`src/rtl/cpu_pkg.sv`:
```
// Shared types and default widths for the accumulator core front end.
package cpu_pkg;

  typedef enum logic [1:0] {
    IDLE   = 2'd0,
    RUN    = 2'd1,
    HALTED = 2'd2
  } fetch_state_t;

  localparam logic BR_REL = 1'b0;
  localparam logic BR_ABS = 1'b1;

  localparam int PC_W    = 10;
  localparam int INSTR_W = 9;
  localparam int TGT_W   = 8;
  localparam int CNT_W   = 16;

endpackage

```
`src/rtl/sat_counter.sv`:
```
// Up-counter that sticks at its all-ones value; clr has priority over en.
module sat_counter #(
  parameter int W = 16
) (
  input  logic         CLK,
  input  logic         start,
  input  logic         clr,
  input  logic         en,
  output logic [W-1:0] q
);

  logic [W-1:0] cnt_q;

  always_ff @(posedge CLK or posedge start) begin
    if (start) begin
      cnt_q <= '0;
    end else if (clr) begin
      cnt_q <= '0;
    end else if (en && (cnt_q != '1)) begin
      cnt_q <= cnt_q + W'(1);
    end
  end

  assign q = cnt_q;

endmodule

```
`src/rtl/fetch_unit.sv`:
```
// Instruction fetch front end: owns the PC, one registered instruction slot
// with a valid/ready handshake, branch redirect, halt and activity counters.
//
// state  | meaning
// IDLE   | out of reset, waiting for go
// RUN    | fetching and presenting instructions
// HALTED | halt consumed, done=1, waiting for go to restart
module fetch_unit #(
  parameter int PC_W    = cpu_pkg::PC_W,
  parameter int INSTR_W = cpu_pkg::INSTR_W,
  parameter int TGT_W   = cpu_pkg::TGT_W,
  parameter int CNT_W   = cpu_pkg::CNT_W
) (
  input  logic               CLK,
  input  logic               start,
  input  logic               go,
  input  logic [PC_W-1:0]    start_addr,
  output logic [PC_W-1:0]    inst_addr,
  input  logic [INSTR_W-1:0] inst_in,
  output logic [INSTR_W-1:0] inst_out,
  output logic [PC_W-1:0]    inst_pc,
  output logic               inst_valid,
  input  logic               inst_ready,
  input  logic               branch_taken,
  input  logic               branch_abs,
  input  logic [TGT_W-1:0]   branch_target,
  input  logic               halt,
  output logic               done,
  output logic [CNT_W-1:0]   cycle_ct,
  output logic [CNT_W-1:0]   instr_ct
);

  import cpu_pkg::*;

  fetch_state_t        state_q;
  logic [PC_W-1:0]     pc_q;
  logic [INSTR_W-1:0]  inst_q;
  logic [PC_W-1:0]     inst_pc_q;
  logic                valid_q;
  logic                done_q;

  logic                consume;
  logic                restart;
  logic [PC_W-1:0]     br_pc_d;

  assign consume = valid_q && inst_ready && (state_q == RUN);
  assign restart = go && (state_q != RUN);

  // Relative offsets are taken from the consumed instruction's own address.
  assign br_pc_d = (branch_abs == BR_ABS) ? PC_W'(branch_target)
                                          : inst_pc_q + PC_W'($signed(branch_target));

  always_ff @(posedge CLK or posedge start) begin
    if (start) begin
      state_q   <= IDLE;
      pc_q      <= '0;
      inst_q    <= '0;
      inst_pc_q <= '0;
      valid_q   <= 1'b0;
      done_q    <= 1'b0;
    end else begin
      case (state_q)
        IDLE, HALTED: begin
          if (go) begin
            state_q <= RUN;
            pc_q    <= start_addr;
            valid_q <= 1'b0;
            done_q  <= 1'b0;
          end
        end
        RUN: begin
          if (consume && halt) begin
            state_q <= HALTED;
            valid_q <= 1'b0;
            done_q  <= 1'b1;
          end else if (consume && branch_taken) begin
            valid_q <= 1'b0;
            pc_q    <= br_pc_d;
          end else if (!valid_q || consume) begin
            inst_q    <= inst_in;
            inst_pc_q <= pc_q;
            valid_q   <= 1'b1;
            pc_q      <= pc_q + PC_W'(1);
          end
        end
        default: begin
          state_q <= IDLE;
          valid_q <= 1'b0;
        end
      endcase
    end
  end

  sat_counter #(.W(CNT_W)) u_cycle_ct (
    .CLK   (CLK),
    .start (start),
    .clr   (restart),
    .en    (state_q == RUN),
    .q     (cycle_ct)
  );

  sat_counter #(.W(CNT_W)) u_instr_ct (
    .CLK   (CLK),
    .start (start),
    .clr   (restart),
    .en    (consume),
    .q     (instr_ct)
  );

  assign inst_addr  = pc_q;
  assign inst_out   = inst_q;
  assign inst_pc    = inst_pc_q;
  assign inst_valid = valid_q;
  assign done       = done_q;

endmodule

```
`config.mk`:
```
export PLATFORM = sky130hd
export DESIGN_NAME = fetch_unit
export DESIGN_NICKNAME = d
export VERILOG_FILES = /design/src/rtl/cpu_pkg.sv /design/src/rtl/sat_counter.sv /design/src/rtl/fetch_unit.sv
export SDC_FILE = /design/constraint.sdc
export NUM_CORES = 1
export LEC_CHECK = 0
export CAP_MARGIN = 20
export CORE_UTILIZATION = 45
export CTS_BUF_LIST = sky130_fd_sc_hd__clkbuf_8
export CTS_CLUSTER_DIAMETER = 50
export DETAILED_ROUTE_END_ITERATION = 16
export PLACE_DENSITY_LB_ADDON = 0.12
export SETUP_SLACK_MARGIN = 0.15
export SLEW_MARGIN = 20
export SYNTH_ARGS = -nofsm -noshare
export SYNTH_HDL_FRONTEND = slang
export SYNTH_SLANG_ARGS = --single-unit
```
`constraint.sdc`:
```
create_clock -name CLK -period 4.2 [get_ports CLK]
set_clock_uncertainty 0.1 [all_clocks]
set_input_delay 0.63 -clock CLK [delete_from_list [all_inputs] [get_ports CLK]]
set_output_delay 0.63 -clock CLK [all_outputs]
set_load 0.01 [all_outputs]
```
==> impl_metrics.toml, run 1 <==
[logic_synthesis]
seq_area_frac_synth_pct = 44.8
synth.most_common_cell = "dfrtp_1"
yosys_warnings = 0
synthTopCellsByCount = "dfrtp_1 (65), nand2_1 (32), nor2_1 (30)"
syn_inst = 371
ys_ff_latch = 65
synth_top_area_share_pct = 44.8
syn-num-nets = 418
synth_cell_types = 50
netlist.top_cell.by_area = "dfrtp_1"
synth_edf_count = 0
synth.avg_cell_area_sq_um = 9.80
netlist_top_cells_area = "dfrtp_1 (45%), mux2_2 (5.6%), ha_1 (4.1%)"
syn_area_sq_mm = 0.00363
ys.flop_type = "dfrtp_1"
synthArstFlopShare_pct = 100

[sta]
maxSlewHeadroom_pct = 41.4
finalCritPeriodShare_pct = 69.2
finalWorstSetupSlack_ns = 1.29
worstMarginPinSlew_ns = 0.877
fmax_mhz = 344
drv_slew = 0
setup_tns_ns = 0
period_minus_slack_ns = 2.91
setup_violations = 0
hold_violations = 0
rsz0062_at_grt = "false"

[critical_path]
r2r_cells = 4
cp_max_fo = 20
start_kind = "primary input"
path_buf_inv = 1
crit_chain = "clkdlybuf4s50_1 > and4b_1 > nand2_1 > nand2_1 > mux2_2"
r2r_start = "state_q[1]"
cpPeakStageDelay_ns = 0.77
timing.reg2reg.setup_slack_ns = 1.55
setup.worst_path.class = "in2reg"
endpoint_kind = "flip-flop"
path_depth = 5
r2r-end = "inst_out[8]"
cp_slowest_cell = "nand2_1"
critPathTopFamily = "simple AND/OR/NAND/NOR gates"
worst-endpoint-arrival_ns = 3.04
cp.required_ns = 4.33
crit_top_cell = "nand2_1"

[placed_design]
globalplace.congestion = 0.837
hpwl_um = 6370
port_buffers = 96
dp_cells = 557
post-place-ws_ns = 0.927

[die]
num_rows = 32
dieHeight_um = 91.9
die-width_um = 91.9
io-pin-count = 97
initial_core_util_pct = 46.8
dieArea_sq_mm = 0.00844
coreArea_sq_mm = 0.00777

[power]
ir_worst_vdd_v = 0.000359
powerDensity_mw_per_mm2 = 615
cellLeakagePower_nw = 2.05

[flow_run]
cap_violations = 0

[outcome]
outcome = "complete, no violations"

[detailed_routing]
totalWireLength_um = 8780
drtAntennaViolNets = 0
drt_pass1_iterations = 4
dr_total_vias = 3191
vias_per_cell = 5.58
drcViolationCount = 0
drt_iter0_markers = 176
wire_per_inst_um = 15.3

[global_route]
grt_pass1_vias = 3002
grt_pass1_wl_um = 14800
grt_start_max_net_pins = 40
antenna_found_initial = 0
grt_overflow_total = 0
grtUsageTotal_pct = 22.2

[clock_network]
clk_pin_slew_worst_paths_ns = 0.07
cts_hold_buf = 0
clock_path_buffers = 2
cts_max_level = 3
root_buffer = "clkbuf_8"
cts_resized = 0
cts_setup_buffers = 0
clock_latency_ns = 0.35
cts_tree = "yes"
cts_buffers = 9
cts.sinks = 65

[cells_and_area]
layout-drive-gt1-share_pct = 8.94
antenna_cells = 0
nets = 513
syn_to_final_growth_pct = 33.9
fill_cells = 692
stdcell_count = 572

[hold_path]
holdPathStages = 1
hold_class = "reg2reg"
hold_end = "done"
worstHoldStart = "done"
-- power breakdown --
group	switching (mW)	internal, mW	total, mW
Combinational	0.697	0.758	1.45
Sequential	0.207	0.816	1.02
Clock	0.247	0.267	0.514
-- layer usage --
metal	global-route usage [%]	up-vias	part of all wire, %
met1	30.7	1556	48
met5	0	-	0
met3	4.89	13	5.5
li1	-	1545	-
met2	34.0	77	45
met4	8.72	0	1.5
-- cell usage in the layout, fill, tap and decap left out, types with 5 or more instances in the layout --
cell type	netlist	final
clkdlybuf4s50_1	0	96
dfrtp_1	65	65
nand2_1	32	32
nor2_1	30	30
o21ai_0	29	29
a21oi_1	18	18
mux2_2	18	18
nand3_1	17	17
xnor2_1	16	16
xor2_1	14	14
ha_1	12	12
clkbuf_8	0	9
nand4_1	8	8
a211oi_1	8	8
and3_1	8	8
inv_1	8	7
a21o_1	6	6
and2_1	5	5
and4_1	5	5
o21a_1	5	5
-- final cells by class --
type                            instances  area [sq um]  area share [%]
Clock inverter                          6          60.1            1.23
Tap cell                              102           128            2.62
Multi-Input combinational cell        283          1910            39.3
Timing Repair Buffer                   99           983            20.2
Sequential cell                        65          1630            33.4
Clock buffer                            9           124            2.55
Inverter                                8          30.0           0.617
-- worst reg2reg max path: stages (launching register included) --
cell	delay, ns
dfrtp_1	0.40
nand2b_1	0.44
a21oi_1	0.48
nand2_1	0.62
mux2_2	0.50
-- registers in the layout (all words and copies together), names as in the netlist --
name,count
inst_pc,10
u_instr_ct.q,16
done,1
inst_valid,1
inst_addr,10
inst_out,9
u_cycle_ct.q,16
state_q,2
-- worst max-delay path by stage --
stage	slack, ns	endpoint	start
global placement	1.02	inst_out[5]	inst_ready
global route	1.13	inst_out[5]	inst_ready
CTS	1.29	inst_pc[9]	inst_ready
finish	1.29	inst_out[8]	inst_ready
detailed placement	0.93	inst_pc[9]	inst_ready
floorplan	1.81	inst_addr[8]	branch_target[0]
-- cell families (layout without fill, tap and decap cells) --
kind of cell	after synthesis	in the layout	share of synthesized area, %
AOI/OAI and AO/OA	90	90	15.6
xor gates and xnor gates	30	30	7.23
adders and majority gates	13	13	4.68
buffers and inverters	23	122	2.58
DFF	65	65	44.8
muxes	22	22	6.68
and+or+nand+nor	128	128	18.5
-- per-stage QoR --
| step | util (%) | instance area (sq um) | hold WS [ns] | power, mW |
|---|---|---|---|---|
| after floorplan | - | 3630 | 0.379 | 1.89 |
| after global placement | 60.3 | 4680 | 0.362 | 2.45 |
| after detailed placement | 60.3 | 4680 | 0.368 | 2.49 |
| after CTS | 62.6 | 4870 | 0.386 | 3.01 |
| after global routing | 62.6 | 4870 | 0.416 | 3.21 |
| final | 62.6 | 4870 | 0.381 | 2.99 |
Note: power is estimated with default switching activity, not from simulation.
==> run 2: changes to the inputs <==
==> constraint.sdc (replaced) <==
create_clock -name CLK -period 2.97 [get_ports CLK]
set_clock_uncertainty 0.1 [all_clocks]
set_input_delay 0.4455 -clock CLK [delete_from_list [all_inputs] [get_ports CLK]]
set_output_delay 0.4455 -clock CLK [all_outputs]
set_load 0.01 [all_outputs]
==> run 2 against run 1 <==
Against the previous run:
- register-to-register slack lost 0.96 ns
- first-iteration DRC count shrank 15%
- cell area increased by 1.7%
- wire length rose by 3.1%
- clock power is 64% higher
- die area unchanged
- utilization increased by 1.1 points
- via count grew 0.85%
- clock-buffer cell count grew 1
- non-clock buffer count is 6 higher
- sequential power is 42% higher
- critical path type unchanged
==> impl_metrics.toml, run 2 (synthesis gave the netlist of run 1 again) <==
[detailed_routing]
wire_per_inst_um = 15.6
drt_pass1_iterations = 4
drt_iter0_markers = 149
dr_total_vias = 3218
drtAntennaViolNets = 0
totalWireLength_um = 9050
vias_per_cell = 5.56
drcViolationCount = 0

[cells_and_area]
layout_common_cells = "clkdlybuf4s50_1 (96), dfrtp_1 (65), nand2_1 (32)"
finalInstanceArea_sq_mm = 0.00495
fill_cells = 667
final_common_cell = "clkdlybuf4s50_1"
syn_to_final_growth_pct = 36.2
layout-drive-gt1-share_pct = 10.3
antenna_cells = 0
nets = 519

[critical_path]
r2r_start = "inst_pc[2]"
endpoint_kind = "flip-flop"
cp.required_ns = 3.06
start_kind = "primary input"
r2r-end = "inst_addr[9]"
timing.reg2reg.setup_slack_ns = 0.59
r2r_cells = 7
setup.worst_path.class = "in2reg"
cp_max_fo = 5
worst-endpoint-arrival_ns = 2.62

[global_route]
grt_pass1_wl_um = 14800
grt_start_max_net_pins = 42
grt_pass1_vias = 3067
antenna_found_initial = 0
grt_overflow_total = 0
grtUsageTotal_pct = 22.5

[sta]
setup_violations = 0
holdWs_ns = 0.376
finalCritPeriodShare_pct = 85.0
period_minus_slack_ns = 2.52
hold_violations = 0
fmax_mhz = 396
worstMarginPinSlew_ns = 0.763
rsz0062_at_grt = "false"
finalWorstSetupSlack_ns = 0.446
maxSlewHeadroom_pct = 49.2
setup_tns_ns = 0
drv_slew = 0

[clock_network]
cts_tree = "yes"
cts_setup_buffers = 0
cts.sinks = 65
cts_hold_buf = 0
clock_latency_ns = 0.34
clk_pin_slew_worst_paths_ns = 0.07
clock_path_buffers = 2
cts_buffers = 9
cts_max_level = 3
root_buffer = "clkbuf_8"
cts_resized = 0

[die]
initial_core_util_pct = 46.8
die-width_um = 91.9
io-pin-count = 97
dieHeight_um = 91.9
coreArea_sq_mm = 0.00777
num_rows = 32
dieArea_sq_mm = 0.00844

[power]
cellLeakagePower_nw = 2.10
powerDensity_mw_per_mm2 = 888
ir_worst_vdd_v = 0.000536
p_total_mw = 4.39

[placed_design]
post-place-ws_ns = 0.101
place_area_sq_mm = 0.00473
port_buffers = 96
globalplace.congestion = 0.846
hpwl_um = 6550

[hold_path]
hold_class = "in2async"

[flow_run]
cap_violations = 0

[outcome]
outcome = "complete, no violations"
[run 2: cell count changes in the layout (fill, tap and decap cells not counted), sizes merged]
cell | previous run | this run
clkinvlp | 2 | 0
bufinv | 1 | 2
inv | 8 | 9
buf | 3 | 9
clkbuf | 9 | 10
[run 2: worst max path at each step]
stage,from,end,slack [ns],cells past startpoint
4_1_cts,branch_target[0],inst_addr[8],0.46,9
3_5_place_dp,branch_target[0],inst_addr[8],0.10,9
3_3_place_gp,branch_target[0],inst_addr[8],0.18,9
5_1_grt,branch_target[2],inst_addr[9],0.29,8
6_report,branch_target[2],inst_addr[9],0.45,8
2_1_floorplan,inst_pc[0],inst_addr[8],0.76,8
[run 2: worst max-delay path: stages]
cell and delay (ns):
clkdlybuf4s50_1 0.44, ha_1 0.38, o211ai_1 0.11, o21ai_0 0.43
a21boi_0 0.21, xnor2_1 0.17, a221oi_1 0.33, o31ai_1 0.10
[run 2: area by class of cell]
cell class	instances	area (sq um)	share of cell area, %
tap	102	128	2.58
clock inverter	6	82.6	1.67
clock buffer	10	138	2.78
timing repair buffer	105	1030	20.8
sequential	65	1630	32.9
inverter	8	30.0	0.607
multi-input combinational	283	1920	38.7
[run 2: stage by stage]
stage,util (%),instances
after floorplan,-,371
after global placement,60.9,563
after detailed placement,60.9,563
after CTS,63.7,579
after global routing,63.7,579
final,63.7,579
[run 2: power breakdown]
part / switching (mW) / internal (mW)
registers: 0.301 / 1.15
clock network: 0.352 / 0.491
logic: 1.00 / 1.09
[run 2: routing by layer]
| metal | GRT usage [%] | up-vias | wire length (um) |
|---|---|---|---|
| li1 | - | 1550 | - |
| met1 | 30.0 | 1568 | 4230 |
| met2 | 34.6 | 87 | 4090 |
| met5 | 0 | - | 0 |
| met3 | 6.55 | 13 | 595 |
| met4 | 8.72 | 0 | 129 |
==> variant, RTL diff (flow settings as in run 2) <==
Register the input `branch_target` before use. The logic sees it one clock later. The other inputs are not delayed to match.
--- a/src/rtl/fetch_unit.sv
+++ b/src/rtl/fetch_unit.sv
@@ -34,2 +34,8 @@
 
+  logic [TGT_W-1:0] branch_target_q;
+
+  always_ff @(posedge CLK) begin
+    branch_target_q <= branch_target;
+  end
+
   fetch_state_t        state_q;
@@ -49,4 +55,4 @@
   // Relative offsets are taken from the consumed instruction's own address.
-  assign br_pc_d = (branch_abs == BR_ABS) ? PC_W'(branch_target)
-                                          : inst_pc_q + PC_W'($signed(branch_target));
+  assign br_pc_d = (branch_abs == BR_ABS) ? PC_W'(branch_target_q)
+                                          : inst_pc_q + PC_W'($signed(branch_target_q));
 
Function: changed (Yosys sat finds a counterexample within 4 cycles, from zero or initial values).
==> variant against run 2 <==
Count of clock-buffer cells in the layout unchanged; non-clock buffer count unchanged; worst hold slack improved by 0.021 ns; total power rose by 5.8%; routed wire length is 12% higher; die area up 12%; sequential cell count up 8; global-route usage fell by 0.13 points; sequential power is 8% higher; area after synthesis grew 13%; cell count is 9.8% higher; design area increased by 9.1%; setup slack gained 0.014 ns; critical endpoint is now inst_addr[8]$_DFFE_PP0P_; largest cell class unchanged.
==> variant: results (changes against run 2) <==
metric,value,unit,change
holdCritPathClass,reg -> reg,,
crit_path_max_fanout,3,,-2
routed_wl,10200,µm,+12%
synth_compound_area_frac,0.139,,-0.0176
leakage,0.00220,µW,+4.8%
grt_pass1_vias,3558,,+16%
status,completed,,
cp-endpoint,inst_addr[8]$_DFFE_PP0P_,,
grt_start_max_net_pins,36,,-14%
synth_fa_ha_area_frac,0.0415,,-0.00528
layout.nets,570,,+9.8%
final_layout_size_suffix_gt1_frac,0.121,,+0.0185
dp.cells,620,,+10%
vias_per_cell,5.67,,+1.9%
synthXorXnorAreaFrac,0.0470,,-0.0253
synth.distinct_cells,66,,+32%
async_flop_share,0.890,,-0.110
fin_cells,636,,+9.8%
syn_inst,423,,+14%
grtUsageTotal,0.224,,-0.00131
dp_hpwl,7240,µm,+11%
peakVddDrop,0.353,mV,-34%
synthMuxAreaShare,0.0773,,+0.0105
syn_nets,470,,+12%
slew_headroom,0.560,,+0.0688
## variant: changes by cell type in the layout (fill, tap and decap cells not counted), sizes merged, moves of 4 or more
cell | run 2 | this run
a21oi | 18 | 14
and4 | 5 | 1
dfxtp | 0 | 8
mux2i | 4 | 8
nand2 | 32 | 50
nand3 | 17 | 23
nor2 | 30 | 34
nor3 | 4 | 21
nor4 | 2 | 7
o21a | 5 | 0
o21ai | 29 | 16
xor2 | 14 | 5
## variant: cell families after synthesis
logic type | Yosys count
simple gates | 181
compound gates | 80
flops | 73
mux | 29
buf+inv | 25
xor+xnor | 22
fa+ha+maj | 13
## variant: worst max-delay path: stages, from the launching register on
cell and delay [ns]:
dfrtp_1 0.41, ha_1 0.25, fa_1 0.43, a211oi_1 0.38, o21ai_0 0.22, a2111o_1 0.43, o21ai_0 0.08, o21ba_2 0.16
## variant: layout make-up
type | count | area share
clock inverter | 6 | 0.0153
timing repair buffer | 105 | 0.190
clock buffer | 10 | 0.0255
multi-input combinational | 325 | 0.407
tap | 108 | 0.0250
sequential | 73 | 0.331
inverter | 9 | 0.00625
## variant: stage by stage
stage                      util  setup WS, ns  total power (µW)
after floorplan               -         0.714              2900
after global placement    0.591         0.148              3720
after detailed placement  0.591         0.141              3780
after CTS                 0.616         0.512              4670
after global routing      0.617         0.305              4990
final                     0.617         0.459              4650
## variant: worst min path at each step
stage | start | end | slack [ns] | cells past startpoint
after floorplan | state_q[1]$_DFFE_PP0P_ | state_q[1]$_DFFE_PP0P_ | 0.37 | 2
after global placement | done$_DFFE_PP0P_ | done$_DFFE_PP0P_ | 0.37 | 2
after detailed placement | done$_DFFE_PP0P_ | done$_DFFE_PP0P_ | 0.38 | 2
after CTS | done$_DFFE_PP0P_ | done$_DFFE_PP0P_ | 0.40 | 2
after global routing | inst_out[7]$_DFFE_PP0P_ | inst_out[7]$_DFFE_PP0P_ | 0.43 | 1
final | done$_DFFE_PP0P_ | done$_DFFE_PP0P_ | 0.40 | 2
## variant: routing by layer
metal,wire length (µm),GRT usage
met4,82,0.0577
met1,4520,0.282
met5,0,0
met3,419,0.0554
met2,5140,0.385
## variant: power by group
group / switching (µW) / internal [µW]
logic: 1080 / 1130
registers: 302 / 1270
clock network: 378 / 492
total: 1760 / 2890
